`src/rtl/ft2_write.sv`:
```
// -----------------------------------------------------------------------------
// ft2_write -- transmit side of the FT2232H asynchronous FT245-style FIFO port.
//
// Accepts 32-bit words from fabric on a valid/ready handshake and writes each
// one to the USB chip as four bytes, most significant byte first. Every byte
// write is paced by the chip's TXE# flag (synchronised locally) and by the
// asynchronous write timing set through SETUP/PULSE/RECOVER_CYCLES.
//
// Optional feature macro: FT2_WRITE_FIFO_EN
//   defined   -> words are buffered in a 4-entry FIFO
//   undefined -> words are buffered in a single holding register
//
// Ports
//   clk       in   system clock, all logic on posedge
//   rst       in   asynchronous active-high reset
//   d_in      in   [31:0] word to transmit
//   d_valid   in   d_in valid this cycle
//   d_ready   out  buffer can take d_in this cycle
//   txe_n_in  in   FT2232H TXE# (asynchronous, low = chip can take a byte)
//   d_out     out  [7:0] byte for the FT2232H data bus
//   d_oe      out  drive d_out onto the bus when high
//   wr_n_out  out  FT2232H WR#, chip latches the byte on its rising edge
//   rd_n_out  out  FT2232H RD#, held high (this block never reads)
//   busy      out  a word is buffered or being sent
// -----------------------------------------------------------------------------
module ft2_write #(
  parameter int SETUP_CYCLES   = 1,
  parameter int PULSE_CYCLES   = 2,
  parameter int RECOVER_CYCLES = 2
) (
  input  logic        clk,
  input  logic        rst,
  input  logic [31:0] d_in,
  input  logic        d_valid,
  output logic        d_ready,
  input  logic        txe_n_in,
  output logic [7:0]  d_out,
  output logic        d_oe,
  output logic        wr_n_out,
  output logic        rd_n_out,
  output logic        busy
);

  localparam int MAX_SP  = (SETUP_CYCLES > PULSE_CYCLES) ? SETUP_CYCLES : PULSE_CYCLES;
  localparam int MAX_CYC = (MAX_SP > RECOVER_CYCLES) ? MAX_SP : RECOVER_CYCLES;
  localparam int TMR_W   = (MAX_CYC < 2) ? 1 : $clog2(MAX_CYC);

  typedef enum logic [2:0] {
    S_IDLE,
    S_WAIT,
    S_SETUP,
    S_STROBE,
    S_RECOVER
  } state_t;

  state_t            state;
  logic [31:0]       sr;
  logic [1:0]        cnt;
  logic [TMR_W-1:0]  tmr;
  logic              txe_meta;
  logic              txe_s;
  logic              push;
  logic              pop;
  logic              buf_nempty;
  logic [31:0]       buf_q;

  assign rd_n_out = 1'b1;

  // TXE# synchroniser; resets to "chip full" so nothing is written early.
  // NOTE: registers are always updated with <=, so every flop samples the
  // pre-edge value of its neighbour regardless of statement order.
  always_ff @(posedge clk or posedge rst) begin
    if (rst) begin
      txe_meta <= 1'b1;
      txe_s    <= 1'b1;
    end else begin
      txe_meta <= txe_n_in;
      txe_s    <= txe_meta;
    end
  end

  assign push = d_valid & d_ready;
  assign pop  = (state == S_IDLE) & buf_nempty;

`ifdef FT2_WRITE_FIFO_EN
  logic [31:0] mem [4];
  logic [1:0]  wr_ptr;
  logic [1:0]  rd_ptr;
  logic [2:0]  count;

  // NOTE: the storage array has no reset; the pointers and count reset, so
  // stale contents are never visible and the array can map onto plain RAM.
  always_ff @(posedge clk) begin
    if (push) mem[wr_ptr] <= d_in;
  end

  always_ff @(posedge clk or posedge rst) begin
    if (rst) begin
      wr_ptr <= '0;
      rd_ptr <= '0;
      count  <= '0;
    end else begin
      if (push) wr_ptr <= wr_ptr + 2'd1;
      if (pop)  rd_ptr <= rd_ptr + 2'd1;
      case ({push, pop})
        2'b10:   count <= count + 3'd1;
        2'b01:   count <= count - 3'd1;
        default: ;
      endcase
    end
  end

  // Ready comes from the registered count only: a pop while full does not
  // reopen the input in the same cycle.
  assign d_ready    = (count != 3'd4);
  assign buf_nempty = (count != 3'd0);
  assign buf_q      = mem[rd_ptr];
`else
  logic        hold_valid;
  logic [31:0] hold_q;

  always_ff @(posedge clk or posedge rst) begin
    if (rst) begin
      hold_valid <= 1'b0;
      hold_q     <= '0;
    end else if (push) begin
      hold_valid <= 1'b1;
      hold_q     <= d_in;
    end else if (pop) begin
      hold_valid <= 1'b0;
    end
  end

  assign d_ready    = ~hold_valid;
  assign buf_nempty = hold_valid;
  assign buf_q      = hold_q;
`endif

  assign busy = (state != S_IDLE) | buf_nempty;

  // Byte sequencer. Bus outputs are registered and change together with the
  // state, so d_out only ever moves on entry to SETUP, well clear of WR# rising.
  always_ff @(posedge clk or posedge rst) begin
    if (rst) begin
      state    <= S_IDLE;
      sr       <= '0;
      cnt      <= '0;
      tmr      <= '0;
      d_out    <= '0;
      d_oe     <= 1'b0;
      wr_n_out <= 1'b1;
    end else begin
      case (state)
        S_IDLE: begin
          if (buf_nempty) begin
            sr    <= buf_q;
            cnt   <= '0;
            state <= S_WAIT;
          end
        end
        S_WAIT: begin
          if (!txe_s) begin
            d_oe  <= 1'b1;
            d_out <= sr[31:24];
            tmr   <= TMR_W'(SETUP_CYCLES - 1);
            state <= S_SETUP;
          end
        end
        S_SETUP: begin
          if (tmr == '0) begin
            wr_n_out <= 1'b0;
            tmr      <= TMR_W'(PULSE_CYCLES - 1);
            state    <= S_STROBE;
          end else begin
            tmr <= tmr - TMR_W'(1);
          end
        end
        S_STROBE: begin
          // TXE# is not looked at here: a started byte always completes.
          if (tmr == '0) begin
            wr_n_out <= 1'b1;
            tmr      <= TMR_W'(RECOVER_CYCLES - 1);
            state    <= S_RECOVER;
          end else begin
            tmr <= tmr - TMR_W'(1);
          end
        end
        S_RECOVER: begin
          // Bus is held for one cycle after WR# rises (chip hold time), then
          // released while the next byte moves to the top of sr.
          if (tmr == TMR_W'(RECOVER_CYCLES - 1)) begin
            d_oe <= 1'b0;
            sr   <= {sr[23:0], 8'h00};
          end
          if (tmr == '0) begin
            if (cnt == 2'd3) begin
              state <= S_IDLE;
            end else begin
              cnt   <= cnt + 2'd1;
              state <= S_WAIT;
            end
          end else begin
            tmr <= tmr - TMR_W'(1);
          end
        end
        default: state <= S_IDLE;
      endcase
    end
  end

endmodule

```
`config.mk`:
```
export PLATFORM = sky130hd
export DESIGN_NAME = ft2_write
export DESIGN_NICKNAME = d
export VERILOG_FILES = /design/src/rtl/ft2_write.sv
export SDC_FILE = /design/constraint.sdc
export NUM_CORES = 1
export LEC_CHECK = 0
export ABC_AREA = 1
export CAP_MARGIN = 20
export CORE_UTILIZATION = 30
export CTS_CLUSTER_SIZE = 14
export DETAILED_ROUTE_END_ITERATION = 12
export PLACE_DENSITY_LB_ADDON = 0.2
export REMOVE_ABC_BUFFERS = 1
export SYNTH_ARGS = -nofsm -noshare
export SYNTH_HDL_FRONTEND = slang
export SYNTH_SLANG_ARGS = --single-unit
export TNS_END_PERCENT = 1
```
`constraint.sdc`:
```
create_clock -name clk -period 6.7 [get_ports clk]
set_clock_uncertainty 0.05 [all_clocks]
set_input_delay 0.67 -clock clk [delete_from_list [all_inputs] [get_ports clk]]
set_output_delay 0.67 -clock clk [all_outputs]
set_load 0.1 [all_outputs]
```
==> summary.txt <==
Cell Area, Synth - 3486 µm²
CP max FO - 7
area of the multi-input gates - 1115 µm²
CTS Buffer Depth - 2
# IOs - 49
TritonCTS clock tree - done
RSZ-0062 raised after global routing - no
die area - 12050 µm²
fraction of layout cells with a size suffix above 1 - 12.87%
Die Ht - 109.8 µm
post-layout util - 39.36%
CP top delay family - buffers and inverters
DR vias/cell - 4.375
synthesized instance count - 356
global-route wire length before repair - 11.13 mm
Crit. End Element - output port
Rel. slew slack - 33.83%
Setup Buffers After CTS - 0
WP data arrival - 2.18 ns
leak pwr - 2.042 nW
# diodes - 0
Yosys warning count - 0
worst path cell trace - inv_2 > nand3_1 > clkdlybuf4s50_1
max cap viols - 0
Seq/Total Area, Yosys - 59.69%
CP Depth - 3
final setup fails - 0
#FFs+latches synth - 83
worst ir drop on vdd - 0.2446 mV
Final Hold Viols - 0
slowest stage delay, CP - 1.14 ns
CP required - 5.98 ns
Post-CTS Hold Fix Bufs - 0
clock root buffer - clkbuf_16
row cnt - 38
Post-route DRC - 0
PwrDens - 504.7 nW/µm²
syn_area_per_cell - 9.792 µm²
vias in the first global route - 2400
number of fill cells - 1113
Syn-to-layout area delta - 25.09%
GR Util All Layers - 12.31%
post-route ant nets - 0
Core Box Area - 11080 µm²
Detailed Place HPWL - 3.964 mm
critical-path cell with the highest stage delay - clkdlybuf4s50_1
largest net degree at the start of global routing - 84
worst skew pair latency - 0.32 ns
Cell variety after synth - 23
Clock Sinks - 83
most common cell after layout, fill and taps aside - dfrtp_1
worst path bufs/invs - 2
CP Class - register to output port
final period utilization - 43.25%
routed via count - 2380
Design Power - 2.201 mW
Slew @ Worst Pin - 0.9890 ns
Avg WL per Cell - 11.78 µm
# resized after CTS - 0
WL final - 6.407 mm
Clock Pin Slew Worst Setup and Hold Paths - 0.06 ns
Setup TNS Final - 0 ns
total CTS buffers - 9
gpl congestion - 0.7085
hold path cells - 0
htree depth - 3
max-slew violation count - 0
register area - 2081 µm²
DRT Pass-1 Iters - 4
DIE WIDTH - 109.8 µm
startpoint type of the worst setup path - register
most frequent cells in the layout - dfrtp_1, nand2_1, inv_1
status - completed
WHS - 0.3041 ns
R2R cell count - 4
FMAX - 345.1 MHz
grt ovf - 0
DR iter-0 viols - 84
Port Buffer Count - 47
Layout Nets - 437
post-route minimum period - 2.898 ns
FF-to-FF setup slack - 4.67 ns
Hold/Removal Path Class - register to register
Starting Density - 31.47%
initial antenna violation count - 0
Yosys cell counts (all sizes together):
library cell | n | area share, %
nand4 | 1 | 0.18
clkbuf | 3 | 0.32
mux2 | 24 | 7.8
nand3 | 7 | 1.5
nor2 | 15 | 1.8
ha | 1 | 0.36
inv | 51 | 5.5
nand3b | 1 | 0.32
o22ai | 9 | 1.6
o21ai | 58 | 8.3
dfrtp | 80 | 57
nand2 | 78 | 8.4
dfstp | 3 | 2.3
buf | 14 | 2.7
a21oi | 10 | 1.4
conb | 1 | 0.11
worst reg2reg max path, cell delays in order (launching register included):
cell and delay (ns):
dfrtp_1 0.45, nor2_4 0.21, nand3_4 0.20, nand2_2 0.78
o21ai_0 0.19
flip-flops by register name, summed over array words and instances (netlist names):
register and count:
buf_nempty 1, buf_q 32, cnt 2, d_oe 1, d_out 8, sr 32, state 3, tmr 1
txe_meta 1, txe_s 1, wr_n_out 1
metal layers:
layer | track usage [%] | share of wire, % | routed length (µm) | vias up
met2 | 21.21 | 48 | 3058 | 33
li1 | - | - | - | 1220
met1 | 14.32 | 48 | 3067 | 1116
met3 | 2.727 | 2.5 | 159 | 11
met5 | 0 | 0 | 0 | -
met4 | 6.286 | 1.9 | 121 | 0
logic make-up after synthesis:
logic type | share of synthesized area, %
AOI/OAI and AO/OA | 11.38
adders and majority gates | 0.3589
buffers and inverters | 8.471
DFF | 59.69
muxes | 7.753
other | 0.1076
and+or+nand+nor | 12.24
final timing paths:
| kind | start | end |
|---|---|---|
| worst max-delay path | state[2] | busy |
| worst min-delay path | txe_meta | txe_s |
| worst max register to register | state[0] | sr[28] |
| worst min register to register | txe_meta | txe_s |
| max in group asynchronous | rst | buf_q[3] |
| min in group asynchronous | rst | sr[18] |
power breakdown:
| part | switching, mW | leakage (nW) | total (mW) | internal, mW |
|---|---|---|---|---|
| logic | 0.584 | 0.907 | 0.888 | 0.304 |
| clock network | 0.186 | 0.134 | 0.471 | 0.285 |
| registers | 0.101 | 1.00 | 0.841 | 0.740 |
cell type report:
cell class	instances	area share, %
Tap cell	140	4.017
Inverter	51	4.419
Clock buffer	10	5.251
Sequential cell	83	47.72
Timing Repair Buffer	50	11.76
Multi-Input combinational cell	205	25.57
Clock inverter	5	1.263
metrics by stage:
stage | setup slack (ns) | area (µm²) | std cells
after floorplan | 3.848 | 3382 | 339
after global placement | 4.177 | 4049 | 528
after detailed placement | 4.150 | 4049 | 528
after CTS | 3.789 | 4333 | 543
after global routing | 3.705 | 4360 | 544
final | 3.802 | 4360 | 544
Note: power is estimated with default switching activity, not from simulation.
